--- src/rtl/fsk_mod.sv ---
// fsk_mod: phase-continuous binary FSK modulator fed by a serial bit source.
//
// A 32-bit phase accumulator advances by FCW0 or FCW1 depending on the bit
// being sent. Its top 8 bits address a sine lookup, and the result is
// registered as an offset-binary DAC sample. The accumulator is never cleared
// at a symbol boundary, so the waveform stays phase-continuous when the
// frequency switches. Once per symbol a one-cycle bit_req pulse asks the
// upstream source for its next bit.
//
// Ports:
//   clk        in   system clock, all logic on posedge
//   rst        in   synchronous active-high reset
//   enable     in   run request; low pauses modulation (phase and sample hold)
//   code       in   serial data bit from the source (changes on negedge)
//   bit_req    out  one-cycle pulse in the last cycle of each symbol
//   cur_bit    out  bit currently being modulated
//   sym_strobe out  one-cycle pulse in the cycle after a new bit is latched
//   fsk_out    out  8-bit offset-binary sine sample (1..255)
//
// Optional build macro FSK_DIFF_EN: when defined, the output bit is
// differentially encoded (cur_bit <= code ^ cur_bit at each boundary).

module fsk_mod #(
   parameter int unsigned SYM_LEN = 16,
   parameter logic [31:0] FCW0    = 32'h0200_0000,
   parameter logic [31:0] FCW1    = 32'h0400_0000
) (
   input  logic       clk,
   input  logic       rst,
   input  logic       enable,
   input  logic       code,
   output logic       bit_req,
   output logic       cur_bit,
   output logic       sym_strobe,
   output logic [7:0] fsk_out
);

   typedef enum logic {IDLE, RUN} state_t;

   localparam logic [15:0] LAST = 16'(SYM_LEN - 1);

   state_t      state_q, state_d;
   logic [15:0] sym_cnt_q, sym_cnt_d, cnt_inc;
   logic [31:0] phase_q, phase_d;
   logic        cur_bit_q, cur_bit_d;
   logic        bit_req_q, bit_req_d;
   logic        strobe_q, strobe_d;
   logic [7:0]  fsk_q, fsk_d;
   logic [7:0]  sine;
   logic [7:0]  addr;
   logic [6:0]  qidx;
   logic [6:0]  mag;
   logic        latch_bit;

   // First quadrant of round(127*sin(2*pi*k/256)), k = 0..64.
   function automatic logic [6:0] qrom(input logic [6:0] k);
      logic [6:0] v;
      case (k)
         7'd0:  v = 7'd0;   7'd1:  v = 7'd3;   7'd2:  v = 7'd6;   7'd3:  v = 7'd9;
         7'd4:  v = 7'd12;  7'd5:  v = 7'd16;  7'd6:  v = 7'd19;  7'd7:  v = 7'd22;
         7'd8:  v = 7'd25;  7'd9:  v = 7'd28;  7'd10: v = 7'd31;  7'd11: v = 7'd34;
         7'd12: v = 7'd37;  7'd13: v = 7'd40;  7'd14: v = 7'd43;  7'd15: v = 7'd46;
         7'd16: v = 7'd49;  7'd17: v = 7'd51;  7'd18: v = 7'd54;  7'd19: v = 7'd57;
         7'd20: v = 7'd60;  7'd21: v = 7'd63;  7'd22: v = 7'd65;  7'd23: v = 7'd68;
         7'd24: v = 7'd71;  7'd25: v = 7'd73;  7'd26: v = 7'd76;  7'd27: v = 7'd78;
         7'd28: v = 7'd81;  7'd29: v = 7'd83;  7'd30: v = 7'd85;  7'd31: v = 7'd88;
         7'd32: v = 7'd90;  7'd33: v = 7'd92;  7'd34: v = 7'd94;  7'd35: v = 7'd96;
         7'd36: v = 7'd98;  7'd37: v = 7'd100; 7'd38: v = 7'd102; 7'd39: v = 7'd104;
         7'd40: v = 7'd106; 7'd41: v = 7'd107; 7'd42: v = 7'd109; 7'd43: v = 7'd111;
         7'd44: v = 7'd112; 7'd45: v = 7'd113; 7'd46: v = 7'd115; 7'd47: v = 7'd116;
         7'd48: v = 7'd117; 7'd49: v = 7'd118; 7'd50: v = 7'd120; 7'd51: v = 7'd121;
         7'd52: v = 7'd122; 7'd53: v = 7'd122; 7'd54: v = 7'd123; 7'd55: v = 7'd124;
         7'd56: v = 7'd125; 7'd57: v = 7'd125; 7'd58: v = 7'd126; 7'd59: v = 7'd126;
         7'd60: v = 7'd126; 7'd61: v = 7'd127; 7'd62: v = 7'd127; 7'd63: v = 7'd127;
         7'd64: v = 7'd127;
         default: v = '0;
      endcase
      return v;
   endfunction

   // Quadrant mirroring: the 2nd/4th quadrants read the table backwards
   // (index 64-k), and the 3rd/4th quadrants subtract from mid-scale.
   always_comb begin
      addr = phase_q[31:24];
      qidx = addr[6] ? (7'd64 - {1'b0, addr[5:0]}) : {1'b0, addr[5:0]};
      mag  = qrom(qidx);
      sine = addr[7] ? (8'd128 - {1'b0, mag}) : (8'd128 + {1'b0, mag});
   end

   always_comb begin
      cnt_inc = (sym_cnt_q == LAST) ? '0 : sym_cnt_q + 16'd1;
`ifdef FSK_DIFF_EN
      latch_bit = code ^ cur_bit_q;
`else
      latch_bit = code;
`endif
      state_d   = state_q;
      sym_cnt_d = sym_cnt_q;
      phase_d   = phase_q;
      cur_bit_d = cur_bit_q;
      fsk_d     = fsk_q;
      bit_req_d = 1'b0;
      strobe_d  = 1'b0;
      case (state_q)
         IDLE: begin
            sym_cnt_d = '0;
            // The wake-up edge is itself a symbol boundary.
            if (enable) begin
               state_d   = RUN;
               cur_bit_d = latch_bit;
               strobe_d  = 1'b1;
               sym_cnt_d = cnt_inc;
               bit_req_d = (cnt_inc == LAST);
            end
         end
         RUN: begin
            if (enable) begin
               if (sym_cnt_q == '0) begin
                  cur_bit_d = latch_bit;
                  strobe_d  = 1'b1;
               end
               sym_cnt_d = cnt_inc;
               bit_req_d = (cnt_inc == LAST);
               // Boundary cycle still uses the old bit's frequency.
               phase_d   = phase_q + (cur_bit_q ? FCW1 : FCW0);
               fsk_d     = sine;
            end else begin
               state_d   = IDLE;
               sym_cnt_d = '0;
            end
         end
         default: state_d = IDLE;
      endcase
   end

   always_ff @(posedge clk) begin
      if (rst) begin
         state_q   <= IDLE;
         sym_cnt_q <= '0;
         phase_q   <= '0;
         cur_bit_q <= 1'b0;
         bit_req_q <= 1'b0;
         strobe_q  <= 1'b0;
         fsk_q     <= 8'd128;
      end else begin
         state_q   <= state_d;
         sym_cnt_q <= sym_cnt_d;
         phase_q   <= phase_d;
         cur_bit_q <= cur_bit_d;
         bit_req_q <= bit_req_d;
         strobe_q  <= strobe_d;
         fsk_q     <= fsk_d;
      end
   end

   assign bit_req    = bit_req_q;
   assign cur_bit    = cur_bit_q;
   assign sym_strobe = strobe_q;
   assign fsk_out    = fsk_q;

endmodule

--- config.mk ---
export PLATFORM = sky130hd
export DESIGN_NAME = fsk_mod
export DESIGN_NICKNAME = d
export VERILOG_FILES = /design/src/rtl/fsk_mod.sv
export SDC_FILE = /design/constraint.sdc
export NUM_CORES = 1
export LEC_CHECK = 0
export BUFFER_PORTS_ARGS = -buffer_cell sky130_fd_sc_hd__buf_4
export CAP_MARGIN = 20
export CORE_ASPECT_RATIO = 1.1
export CORE_MARGIN = 2
export CORE_UTILIZATION = 42
export CTS_BUF_LIST = sky130_fd_sc_hd__clkbuf_4
export DETAILED_ROUTE_END_ITERATION = 8
export PLACE_DENSITY = 0.7
export SYNTH_ARGS = -nofsm -noshare
export SYNTH_HDL_FRONTEND = slang
export SYNTH_SLANG_ARGS = --single-unit
--- constraint.sdc ---
create_clock -name clk -period 4 [get_ports clk]
set_input_delay 0 -clock clk [delete_from_list [all_inputs] [get_ports clk]]
set_output_delay 0 -clock clk [all_outputs]
set_load 0.1 [all_outputs]
Yosys cells after proc, flatten, opt, wreduce, memory -nomap -nowiden
Memory sizes are Yosys's and may differ from the RTL's.
Index checks and enable logic that the tools add are counted.

storage, ports and cells
  memories kept = 1
  register bits = 60
  bits in read-only memories = 896
  output and inout bits = 11
  input port bits = 4

operators by class
  bitwise operators = 2
  reductions and logical operators = 4
  add/subtract/negate cells = 5
  equal/unequal tests = 5
  mux-type cells = 12

memory list
  name              depth  bits a word  read ports  clocked after Yosys merged registers in  write ports  RTL line  source
  (name not given)  128    7            1           0                                        0            58        case (k)

operators by type and width
  operator               number
  $add 32x27->32         1
  $eq 16x4->1 const B    2
  $mux 27                1
  $add 16x1->16 const B  1
  $logic_not 16->1       1
  $mux 16                1
  $add 8x7->8 const A    1
  $mux 8                 1
  $sub 8x7->8 const A    1
  $mux 7                 1
  $sub 7x6->7 const A    1
  $mux 1                 6
  $ne 2x2->1 const B     2
  $pmux 1 s2             2
  $reduce_and 3->1       1
  $ne 2x1->1 const B     1
  $not 1->1              2
  $reduce_and 2->1       1
  $reduce_or 2->1        1

Depth between registers and ports, before layout
Gate-level depths: netlist of the first run.
An unclocked memory read counts as a cell.

  depth after elaboration = 5
  mapped depth = 15
  gate-level depth less buffers = 15

Worst setup path before layout of the first run
OpenSTA, ideal clock, no wires.

  kind = flip-flop to flip-flop
  start point = reg phase_q[25]
  end point = reg fsk_q[6], in the netlist fsk_out[6]
  data arrival time = 2,935 ps
  cell stages (with the launch flop) = 13
  library setup time = 88 ps
  setup slack = 978 ps
  path through = dfxtp_1 inv_1 ha_1 buf_2 nor3b_1 o211ai_1 o21ai_0 a32o_1 a21oi_1 ha_1 nor3b_1 a41oi_1 nor4_2

between the ends
  longest elaborated chain between the ends = 5

RTL lines
  element                                            RTL line  source
  start: declaration                                 44        logic [31:0] phase_q, phase_d;
  start signal: assignment                           148       phase_q <= phase_d;
  $sub 7x6->7                                        85        qidx = addr[6] ? (7'd64 - {1'b0, addr[5:0]}) : {1'b0, addr[5:0]};
  $mux 7 (*)                                         85
  $mem_v2 128x7 (*)                                  --
  $add 8x7->8 / $sub 8x7->8 (equally long branches)  87        sine = addr[7] ? (8'd128 - {1'b0, mag}) : (8'd128 + {1'b0, mag});
  $mux 8 (*)                                         87
  end signal: assignment                             152       fsk_q <= fsk_d;
  end: declaration                                   48        logic [7:0] fsk_q, fsk_d;

Every way passes the cells marked *; elsewhere a longest branch is shown, timed or not.
A chain may end at the register's enable or synchronous reset.

Final worst setup path of the first run
Same ends and word-level chain as after synthesis.

==> results.sh, run 1 <==
export IMPL_outcome="finished clean"
export IMPL_diodes=0
export IMPL_wl_per_cell_um=13.9
export IMPL_timing_max_cap_violations=0
export IMPL_gp_congestion=0.904
export IMPL_syn_area_per_cell_sq_um=7.87
export IMPL_min_path_type="in2reg"
export IMPL_post_synth_top_count_cell="sky130_fd_sc_hd__nor2_1"
export IMPL_final_period_utilization_pct=89.6
export IMPL_p_per_area_nw_per_um2=239
export IMPL_worst_setup_path_end_kind="flop"
export IMPL_report_power_total_mw=0.649
export IMPL_cts_num_sinks=35
export IMPL_totalNegativeSetupSlack_ps=0
export IMPL_place_port_buffers=14
export IMPL_std_cell_rows=29
export IMPL_grt_first_pass_wirelength_um=9380
export IMPL_via_count_of_the_first_global_routing_pass=2016
export IMPL_clock_power_share_pct=29.2
export IMPL_ctsRootBufferMaster="sky130_fd_sc_hd__clkbuf_4"
export IMPL_yosys_area_top_type_share_pct=28.4
export IMPL_crit_path_start_kind="flop"
export IMPL_postSynthRegisterBits=35
export IMPL_synth_largest_area_cell="sky130_fd_sc_hd__dfxtp_1"
export IMPL_cts_inserted_buffers=5
export IMPL_synth_cells=313
export IMPL_worstPathArrival_ps=3860
export IMPL_internal_power_mw=0.458
export IMPL_drt_first_iter_violations=345
export IMPL_critical_path_buf_inv_count=2
export IMPL_timing_worst_slew_pin_value_ps=722
export IMPL_overflow=0
export IMPL_slew_viol_final=0
export IMPL_x_dimension_of_the_die_um=77.0
export IMPL_boundaryPins=15
export IMPL_cp_cell_sequence="inv_1 -> ha_1 -> nand2_1 -> o21ai_0 -> inv_1 -> ha_1 -> a21oi_1 -> or3_1 -> a21oi_1 -> nor3_2 -> ha_1 -> nor3b_1 -> a41oi_1 -> nor4_2"
export IMPL_areaGrowthSynthToFinish_pct=10.3
export IMPL_power_frac_seq_pct=55.5
export IMPL_finalSetupViolCount=0
export IMPL_timing_critical_path_mode_cell="sky130_fd_sc_hd__ha_1"
export IMPL_antenna_violating_nets_post_route=0
export IMPL_cp_top_family="simple AND/OR/NAND/NOR gates"
export IMPL_routed_wirelength_um=5580
export IMPL_cts_reportedPaths_clkPinSlew_ps=120
export IMPL_min_period_ps=3580
export IMPL_share_comb_of_total_power_pct=15.2
export IMPL_switch_pwr_mw=0.191
export IMPL_insertion_delay_ps=340
export IMPL_max_slew_margin_rel_pct=51.5
export IMPL_dr_total_vias=2252
export IMPL_grt_start_max_net_pins=22
export IMPL_numPlacedInstances=391
export IMPL_power_share_switching_pct=29.5
export IMPL_fin_nets=342
export IMPL_yosysUniqueCellTypes=63
export IMPL_synth_edf_count=0
export IMPL_max_clock_freq_mhz=279
export IMPL_cts_tree="built"
export IMPL_ys_top_cells_by_count="45 x sky130_fd_sc_hd__nor2_1, 35 x sky130_fd_sc_hd__dfxtp_1, 20 x sky130_fd_sc_hd__nand2_1"
export IMPL_critPathSlowestCell="sky130_fd_sc_hd__dfxtp_1"
export IMPL_syn_area_sq_um=2460
export IMPL_post_drt_via_cell_ratio=5.59
export IMPL_worstSetupPathType="reg2reg"
export IMPL_rsz0062_at_grt="no"
export IMPL_synth_seq_area_share_pct=28.4
export IMPL_power_leakage_nw=0.978
export IMPL_dp_hpwl_um=4050
export IMPL_crit_path_max_incr_delay_ps=570
export IMPL_clk_buf_depth=2
export IMPL_fin_cells=403
export IMPL_peakVddDrop_v=0.000149
export IMPL_final_hold_violation_count=0
export IMPL_start_util_pct=43.0
export IMPL_groute_usage_overall_pct=17.7
export IMPL_synth_top_cells_by_area="sky130_fd_sc_hd__dfxtp_1 28%, sky130_fd_sc_hd__nor2_1 6.9%, sky130_fd_sc_hd__ha_1 6.1%"
export IMPL_cts_htree_levels=2
export IMPL_worst_path_max_fanout=10
export IMPL_antenna_found_initial=0
export IMPL_post_route_drc_count=0
export IMPL_ys_async_sr_fraction_pct=0
export IMPL_core_region_area_sq_um=5730
export IMPL_detail_route_first_pass_iterations=4
export IMPL_critPathRequiredTime_ps=4270
export IMPL_post_route_cells_drive_above_1_share_pct=10.7
export IMPL_die_h_um=84.3
export IMPL_synth_ff_type="sky130_fd_sc_hd__dfxtp_1"
export IMPL_synth_nets=330
export IMPL_yosysWarnings=0
export IMPL_clock_skew_ps=20.2
export IMPL_die_area_sq_um=6500
-- sequential cells by signal, summed over array words and instances (netlist names) --
signal and count:
sym_cnt_q 16, fsk_out 8, cur_bit 1, bit_req 1, phase_q 7, sym_strobe 1
state_q 1
-- metrics by stage --
| step | hold slack, ps | setup slack, ps | cell area (sq um) | utilization, % |
|---|---|---|---|---|
| 5_1_grt | 86.6 | 131 | 2720 | 47.4 |
| 2_1_floorplan | 151 | 978 | 2460 | - |
| 4_1_cts | 65.5 | 314 | 2710 | 47.3 |
| 3_3_place_gp | 246 | 534 | 2620 | 45.6 |
| 3_5_place_dp | 249 | 322 | 2620 | 45.6 |
| 6_report | 75.5 | 417 | 2720 | 47.4 |
-- kinds of logic after synthesis --
logic type	Yosys count	share of synthesized area (%)
fa+ha+maj	13	6.91
compound gates	72	21.3
xor+xnor	23	8.48
buf+inv	27	4.42
simple gates	141	29.6
mux	2	0.863
flops	35	28.4
-- routing by layer --
layer	track usage [%]	up-vias	share of wire, %
met5	0	-	0
met4	6.98	0	2.8
met3	4.41	12	4.6
met2	29.4	55	48
met1	22.1	1044	45
li1	-	1141	-
-- power by group through the flow --
| stage | combinational, mW | sequential (mW) | clock, mW |
|---|---|---|---|
| 6_report | 0.0989 | 0.361 | 0.190 |
| 5_1_grt | 0.108 | 0.362 | 0.215 |
| 4_1_cts | 0.0982 | 0.361 | 0.198 |
| 3_5_place_dp | 0.0936 | 0.369 | 0 |
| 3_3_place_gp | 0.0935 | 0.368 | 0 |
| 2_1_floorplan | 0.0503 | 0.390 | 0 |
-- what timing repair did --
item / 4_1_cts / 5_1_grt
resized for setup: 0 / 1
endpoints found under the setup margin: 0 / 1
hold buffers: 4 / 0
setup buffers: 0 / 0
hold endpoints to repair: 13 / 0
-- worst reg2reg max path: cells and delay by family, from the launching register on --
| kind | cells | cell delay, ps |
|---|---|---|
| DFF | 1 | 570 |
| and+or+nand+nor | 5 | 1040 |
| adders and majority gates | 3 | 870 |
| AOI/OAI and AO/OA | 4 | 660 |
| buffers and inverters | 2 | 380 |
-- area by class of cell --
class	count	area [sq um]
timing repair buffer	20	160
tap	77	96.3
multi-input combinational	251	1660
clock inverter	2	7.51
clock buffer	6	45.0
inverter	12	45.0
fill	588	3020
sequential	35	701
-- final timing paths --
| kind | slack [ps] | from | endpoint | cells after the start |
|---|---|---|---|---|
| min reg2reg | 460 | fsk_out[1] | fsk_out[1] | 2 |
| max reg2reg | 420 | phase_q[25] | fsk_out[6] | 14 |
| max | 420 | phase_q[25] | fsk_out[6] | 14 |
| min | 80 | enable | sym_cnt_q[4] | 3 |
-- cells in the final DEF (no fill, tap or decap), types with 7 or more instances in the layout --
cell type,Yosys,layout
sky130_fd_sc_hd__a211oi_1,7,7
sky130_fd_sc_hd__a21oi_1,19,19
sky130_fd_sc_hd__and3_1,8,8
sky130_fd_sc_hd__buf_4,0,16
sky130_fd_sc_hd__dfxtp_1,35,35
sky130_fd_sc_hd__ha_1,12,12
sky130_fd_sc_hd__inv_1,11,11
sky130_fd_sc_hd__nand2_1,20,20
sky130_fd_sc_hd__nand2b_1,9,9
sky130_fd_sc_hd__nand3_1,13,13
sky130_fd_sc_hd__nor2_1,45,45
sky130_fd_sc_hd__nor3_1,7,7
sky130_fd_sc_hd__o21ai_0,9,9
sky130_fd_sc_hd__xnor2_1,15,14
sky130_fd_sc_hd__xor2_1,7,7
(Power assumes the default switching activity.)
==> run 2, diff against run 1 <==
RECOVER_POWER = 100   (was unset)
clock period = 3.3 ns   (was 4 ns; I/O delays follow)
==> run 2 against run 1 <==
  * Setup slack got worse by 140 ps
  * Fmax increased by 18%
  * Critical path type unchanged
  * Clock-buffer cell count unchanged
  * Combinational power increased by 27%
  * First-iteration DRC count decreased by 73%
  * Cell area increased by 1.0%
  * Utilization increased by 0.48 points
  * Flip-flop and latch count unchanged
==> results.sh, run 2 (same netlist as run 1, synthesis figures left out) <==
export IMPL_cts_htree_levels=2
export IMPL_internal_power_mw=0.556
export IMPL_antenna_violating_nets_post_route=0
export IMPL_max_slew_margin_rel_pct=19.7
export IMPL_fin_nets=351
export IMPL_groute_usage_overall_pct=18.8
export IMPL_critPathSlowestCell="sky130_fd_sc_hd__dfxtp_1"
export IMPL_antenna_found_initial=0
export IMPL_top_register="sym_cnt_q"
export IMPL_power_share_switching_pct=28.9
export IMPL_ctsRootBufferMaster="sky130_fd_sc_hd__clkbuf_4"
export IMPL_std_cell_rows=29
export IMPL_fin_util_pct=47.9
export IMPL_dp_hpwl_um=4280
export IMPL_timing_critical_path_mode_cell="sky130_fd_sc_hd__a21oi_1"
export IMPL_min_path_type="in2reg"
export IMPL_critPathRequiredTime_ps=3530
export IMPL_worst_setup_path_end_kind="flop"
export IMPL_dr_total_vias=2317
export IMPL_overflow=0
export IMPL_worstPathArrival_ps=3260
export IMPL_worstSetupPathType="reg2reg"
export IMPL_detail_route_first_pass_iterations=5
export IMPL_final_hold_violation_count=0
export IMPL_mostFrequentLayoutCell="sky130_fd_sc_hd__nor2_1"
export IMPL_x_dimension_of_the_die_um=77.0
export IMPL_cts_tree="built"
export IMPL_drt_first_iter_violations=93
export IMPL_clock_power_share_pct=28.5
export IMPL_cp_cell_sequence="o31ai_4 -> xnor2_1 -> and3_1 -> o21ai_0 -> a21oi_1 -> ha_1 -> nor2_1 -> or4_1 -> nand3_1 -> a21oi_1"
export IMPL_power_leakage_nw=0.972
export IMPL_switch_pwr_mw=0.227
export IMPL_worst_path_max_fanout=15
export IMPL_boundaryPins=15
export IMPL_post_route_cells_drive_above_1_share_pct=10.4
export IMPL_cp_top_family="simple AND/OR/NAND/NOR gates"
export IMPL_critical_path_buf_inv_count=0
export IMPL_cts_inserted_buffers=5
export IMPL_die_h_um=84.3
export IMPL_finalSetupViolCount=0
export IMPL_routed_wirelength_um=5940
export IMPL_power_frac_seq_pct=55.4
export IMPL_rsz0062_at_grt="no"
export IMPL_via_count_of_the_first_global_routing_pass=2148
export IMPL_outcome="finished clean"
export IMPL_peakVddDrop_v=0.000272
export IMPL_insertion_delay_ps=340
export IMPL_timing_max_cap_violations=0
export IMPL_largest_register_ff_count=16
export IMPL_final_period_utilization_pct=91.7
export IMPL_p_per_area_nw_per_um2=285
export IMPL_grt_start_max_net_pins=22
export IMPL_clock_skew_ps=10.7
export IMPL_share_comb_of_total_power_pct=16.1
export IMPL_grt_first_pass_wirelength_um=10000
export IMPL_crit_path_max_incr_delay_ps=720
export IMPL_start_util_pct=43.0
export IMPL_cts_reportedPaths_clkPinSlew_ps=110
export IMPL_layout_common_cells="45 x sky130_fd_sc_hd__nor2_1, 35 x sky130_fd_sc_hd__dfxtp_1, 20 x sky130_fd_sc_hd__nand2_1"
export IMPL_slew_viol_final=0
export IMPL_gp_congestion=0.893
export IMPL_diodes=0
export IMPL_areaGrowthSynthToFinish_pct=11.4
export IMPL_place_port_buffers=14
export IMPL_cts_num_sinks=35
export IMPL_timing_worst_slew_pin_value_ps=1210
export IMPL_clk_buf_depth=2
export IMPL_min_period_ps=3030
export IMPL_totalNegativeSetupSlack_ps=0
export IMPL_core_region_area_sq_um=5730
export IMPL_die_area_sq_um=6500
export IMPL_wl_per_cell_um=14.4
export IMPL_max_clock_freq_mhz=330
export IMPL_crit_path_start_kind="flop"
export IMPL_post_drt_via_cell_ratio=5.62
export IMPL_post_route_drc_count=0
## run 2: cell types whose count changed in the layout (fill, tap and decap cells not counted), sizes merged
cell / before / now
clkbuf: 6 / 18
buf: 16 / 14
dlygate4sd3: 4 / 3
## run 2: power groups by stage
stage	registers (mW)	logic, mW	clock network, mW
5_1_grt	0.435	0.137	0.256
4_1_cts	0.434	0.125	0.238
3_3_place_gp	0.444	0.119	0
3_5_place_dp	0.444	0.121	0
2_1_floorplan	0.473	0.0610	0
6_report	0.434	0.126	0.223
## run 2: final cells by class
type	count	area, sq um
multi-input combinational	251	1670
clock buffer	6	45.0
sequential	35	701
clock inverter	2	7.51
timing repair buffer	29	180
tap	77	96.3
fill	595	2990
inverter	12	45.0
## run 2: path summary, 6_finish.rpt
kind	slack (ps)	startpoint	endpoint	depth (start not counted)
min	50	enable	sym_cnt_q[12]	3
min reg2reg	470	fsk_out[1]	fsk_out[1]	2
max reg2reg	270	phase_q[30]	fsk_out[2]	10
max	270	phase_q[30]	fsk_out[2]	10
## run 2: worst reg2reg max path, delay by kind of cell (launching register included)
family / cells / cell delay (ps)
fa+ha+maj: 1 / 200
flops: 1 / 720
compound gates: 4 / 600
xor+xnor: 1 / 550
simple gates: 4 / 830
## run 2: through the flow
step | hold slack (ps) | total power [mW] | area, sq um | cells | worst slack [ps]
floorplan | 151 | 0.534 | 2460 | 313 | 278
global placement | 250 | 0.563 | 2650 | 396 | 227
detailed placement | 277 | 0.565 | 2650 | 396 | 95.7
CTS | 42.4 | 0.797 | 2740 | 407 | 62.8
global route | 80.8 | 0.828 | 2740 | 412 | 18.0
finish | 47.4 | 0.783 | 2740 | 412 | 274
## run 2: layer usage
layer / global-route usage, % / routed length, um / vias to the layer above
met5: 0 / 0 / -
met4: 6.66 / 110 / 0
met3: 3.33 / 250 / 10
li1: - / - / 1163
met1: 22.5 / 2560 / 1084
met2: 33.7 / 3020 / 60
## run 2: what timing repair did
item / CTS / global route
setup endpoints to repair: 0 / 3
hold buffers: 3 / 0
resized for setup: 0 / 4
setup buffers: 0 / 5
hold endpoints to repair: 10 / 0
==> run 3, diff against run 2 <==
CORE_ASPECT_RATIO = 2   (was 1.1)
==> run 3 against run 2 <==
  * Power grew 0.53%
  * Clock power is essentially flat
  * First-iteration DRC count shrank 31%
  * Final cell count shrank 3.9%
  * Critical path type unchanged
  * Utilization shrank 0.41 points
  * Cell area shrank 1.3%
==> results.sh, run 3 (same netlist as run 1, synthesis figures left out) <==
export IMPL_p_per_area_nw_per_um2=290
export IMPL_power_share_switching_pct=30.7
export IMPL_groute_layer_met2_usage_pct=38.2
export IMPL_multiInputGateArea_sq_um=1650
export IMPL_core_region_area_sq_um=5710
export IMPL_min_delay_path_depth=3
export IMPL_cts_num_sinks=35
export IMPL_switch_pwr_mw=0.242
export IMPL_die_h_um=112
export IMPL_antenna_violating_nets_post_route=0
export IMPL_std_cell_rows=39
export IMPL_power_leakage_nw=0.963
export IMPL_clock_power_share_pct=28.5
export IMPL_outcome="finished clean"
export IMPL_final_period_utilization_pct=94.2
export IMPL_insertion_delay_ps=340
export IMPL_max_clock_freq_mhz=322
export IMPL_overflow=0
export IMPL_fillers=588
export IMPL_critPathRequiredTime_ps=3560
export IMPL_internal_power_mw=0.545
export IMPL_worstPathArrival_ps=3370
export IMPL_min_period_ps=3110
export IMPL_post_cts_resize_count=0
export IMPL_endpoint_with_the_worst_hold_slack="sym_cnt_q[4]"
export IMPL_die_area_sq_um=6530
export IMPL_peakVddDrop_v=0.000284
export IMPL_post_dp_cell_area_sq_um=2660
export IMPL_cts_htree_levels=2
export IMPL_diodes=0
export IMPL_worst_setup_path_end_kind="flop"
export IMPL_max_slew_margin_rel_pct=16.2
export IMPL_clock_skew_ps=8.51
export IMPL_post_drt_via_cell_ratio=5.87
export IMPL_groute_usage_overall_pct=19.8
export IMPL_timing_max_cap_violations=0
export IMPL_grt_use_met1_pct=17.0
export IMPL_timing_worst_slew_pin_value_ps=1240
export IMPL_routed_wirelength_um=6190
export IMPL_start_util_pct=43.2
export IMPL_place_port_buffers=14
export IMPL_detail_route_first_pass_iterations=4
export IMPL_slew_viol_final=0
export IMPL_grt_max_usage_layer="met2"
export IMPL_rsz0062_at_grt="no"
export IMPL_via_count_of_the_first_global_routing_pass=2256
export IMPL_post_route_cells_drive_above_1_share_pct=9.25
export IMPL_cts_reportedPaths_clkPinSlew_ps=110
export IMPL_boundaryPins=15
export IMPL_post_route_cell_area_sq_um=2710
export IMPL_layout_area_seq_sq_um=701
export IMPL_report_power_total_mw=0.787
export IMPL_ctsRootBufferMaster="sky130_fd_sc_hd__clkbuf_4"
export IMPL_share_comb_of_total_power_pct=16.3
export IMPL_gp_congestion=0.889
export IMPL_hold_path_startpoint="enable"
export IMPL_worst_path_max_fanout=9
export IMPL_mostFrequentLayoutCell="sky130_fd_sc_hd__nor2_1"
export IMPL_fin_nets=352
export IMPL_dr_total_vias=2324
export IMPL_grt_first_pass_wirelength_um=9920
export IMPL_grt_start_max_net_pins=22
export IMPL_worstSetupPathType="reg2reg"
export IMPL_fin_util_pct=47.4
export IMPL_post_route_drc_count=0
export IMPL_critical_path_reg2reg_endpoint="fsk_out[6]"
export IMPL_cts_tree="built"
export IMPL_crit_path_start_kind="flop"
export IMPL_regToRegStartpoint="phase_q[25]"
export IMPL_largest_register_ff_count=16
export IMPL_cts_inserted_buffers=5
export IMPL_wl_per_cell_um=15.6
export IMPL_r2r_cells=11
export IMPL_antenna_found_initial=0
export IMPL_dp_hpwl_um=4780
export IMPL_worst_r2r_setup_slack_ps=190
export IMPL_areaGrowthSynthToFinish_pct=9.95
export IMPL_clk_buf_depth=2
export IMPL_min_path_type="in2reg"
export IMPL_totalNegativeSetupSlack_ps=0
export IMPL_drt_first_iter_violations=64
export IMPL_final_hold_violation_count=0
export IMPL_x_dimension_of_the_die_um=58.2
export IMPL_layout_common_cells="45 x sky130_fd_sc_hd__nor2_1, 35 x sky130_fd_sc_hd__dfxtp_1, 20 x sky130_fd_sc_hd__nand2_1"
export IMPL_top_register="sym_cnt_q"
export IMPL_power_frac_seq_pct=55.1
export IMPL_finalSetupViolCount=0
export IMPL_grt_met3_usage_pct=3.00
[run 3: area by class of cell]
class | instances | area share [%]
multi-input cells | 251 | 61.1
well taps | 61 | 2.82
clock inverters | 2 | 0.323
flip-flops and latches | 35 | 25.9
inverters | 12 | 1.66
clock buffers | 5 | 1.39
repair buffers | 30 | 6.88
[run 3: metrics by stage]
| step | hold WS (ps) | std cells | worst slack [ps] |
|---|---|---|---|
| CTS | 69.0 | 395 | 239 |
| finish | 83.8 | 396 | 191 |
| floorplan | 151 | 313 | 278 |
| global placement | 245 | 384 | 360 |
| global route | 106 | 396 | 21.3 |
| detailed placement | 260 | 384 | 272 |
[run 3: repair_timing]
item | CTS | global route
setup buffers | 0 | 1
endpoints found under the hold margin | 13 | 0
setup endpoints to repair | 0 | 1
hold buffers | 4 | 0
[run 3: worst max path at each step]
stage	slack (ps)	from	to	depth (start not counted)
finish	190	phase_q[25]	fsk_out[6]	11
global route	20	phase_q[26]	fsk_out[6]	14
CTS	240	phase_q[25]	fsk_out[6]	15
detailed placement	270	phase_q[26]	fsk_out[6]	15
global placement	360	phase_q[26]	fsk_out[6]	15
floorplan	280	phase_q[25]	fsk_out[6]	12
[run 3: critical path, cell delays in order (launching register included)]
cell                       delay [ps]
sky130_fd_sc_hd__dfxtp_1          330
sky130_fd_sc_hd__clkbuf_1         240
sky130_fd_sc_hd__or3_1            460
sky130_fd_sc_hd__or3_1            520
sky130_fd_sc_hd__nand2_2          130
sky130_fd_sc_hd__a211oi_1          60
sky130_fd_sc_hd__nor3_2           290
sky130_fd_sc_hd__ha_1             220
sky130_fd_sc_hd__nor3b_1          240
sky130_fd_sc_hd__buf_4            180
sky130_fd_sc_hd__a41oi_1          130
sky130_fd_sc_hd__nor4_2           220
[run 3: power by group through the flow]
stage	clock network, mW	logic [mW]	registers [mW]
after floorplan	0	0.0610	0.473
after global placement	0	0.125	0.444
after detailed placement	0	0.126	0.444
after CTS	0.231	0.131	0.434
after global routing	0.250	0.138	0.435
final	0.224	0.129	0.434
[run 3: layer usage]
layer	wire length (um)	vias up	share of wire, %
li1	-	1163	-
met1	2240	1087	36
met2	3470	47	56
met3	133	27	2.1
met4	348	0	5.6
met5	0	-	0
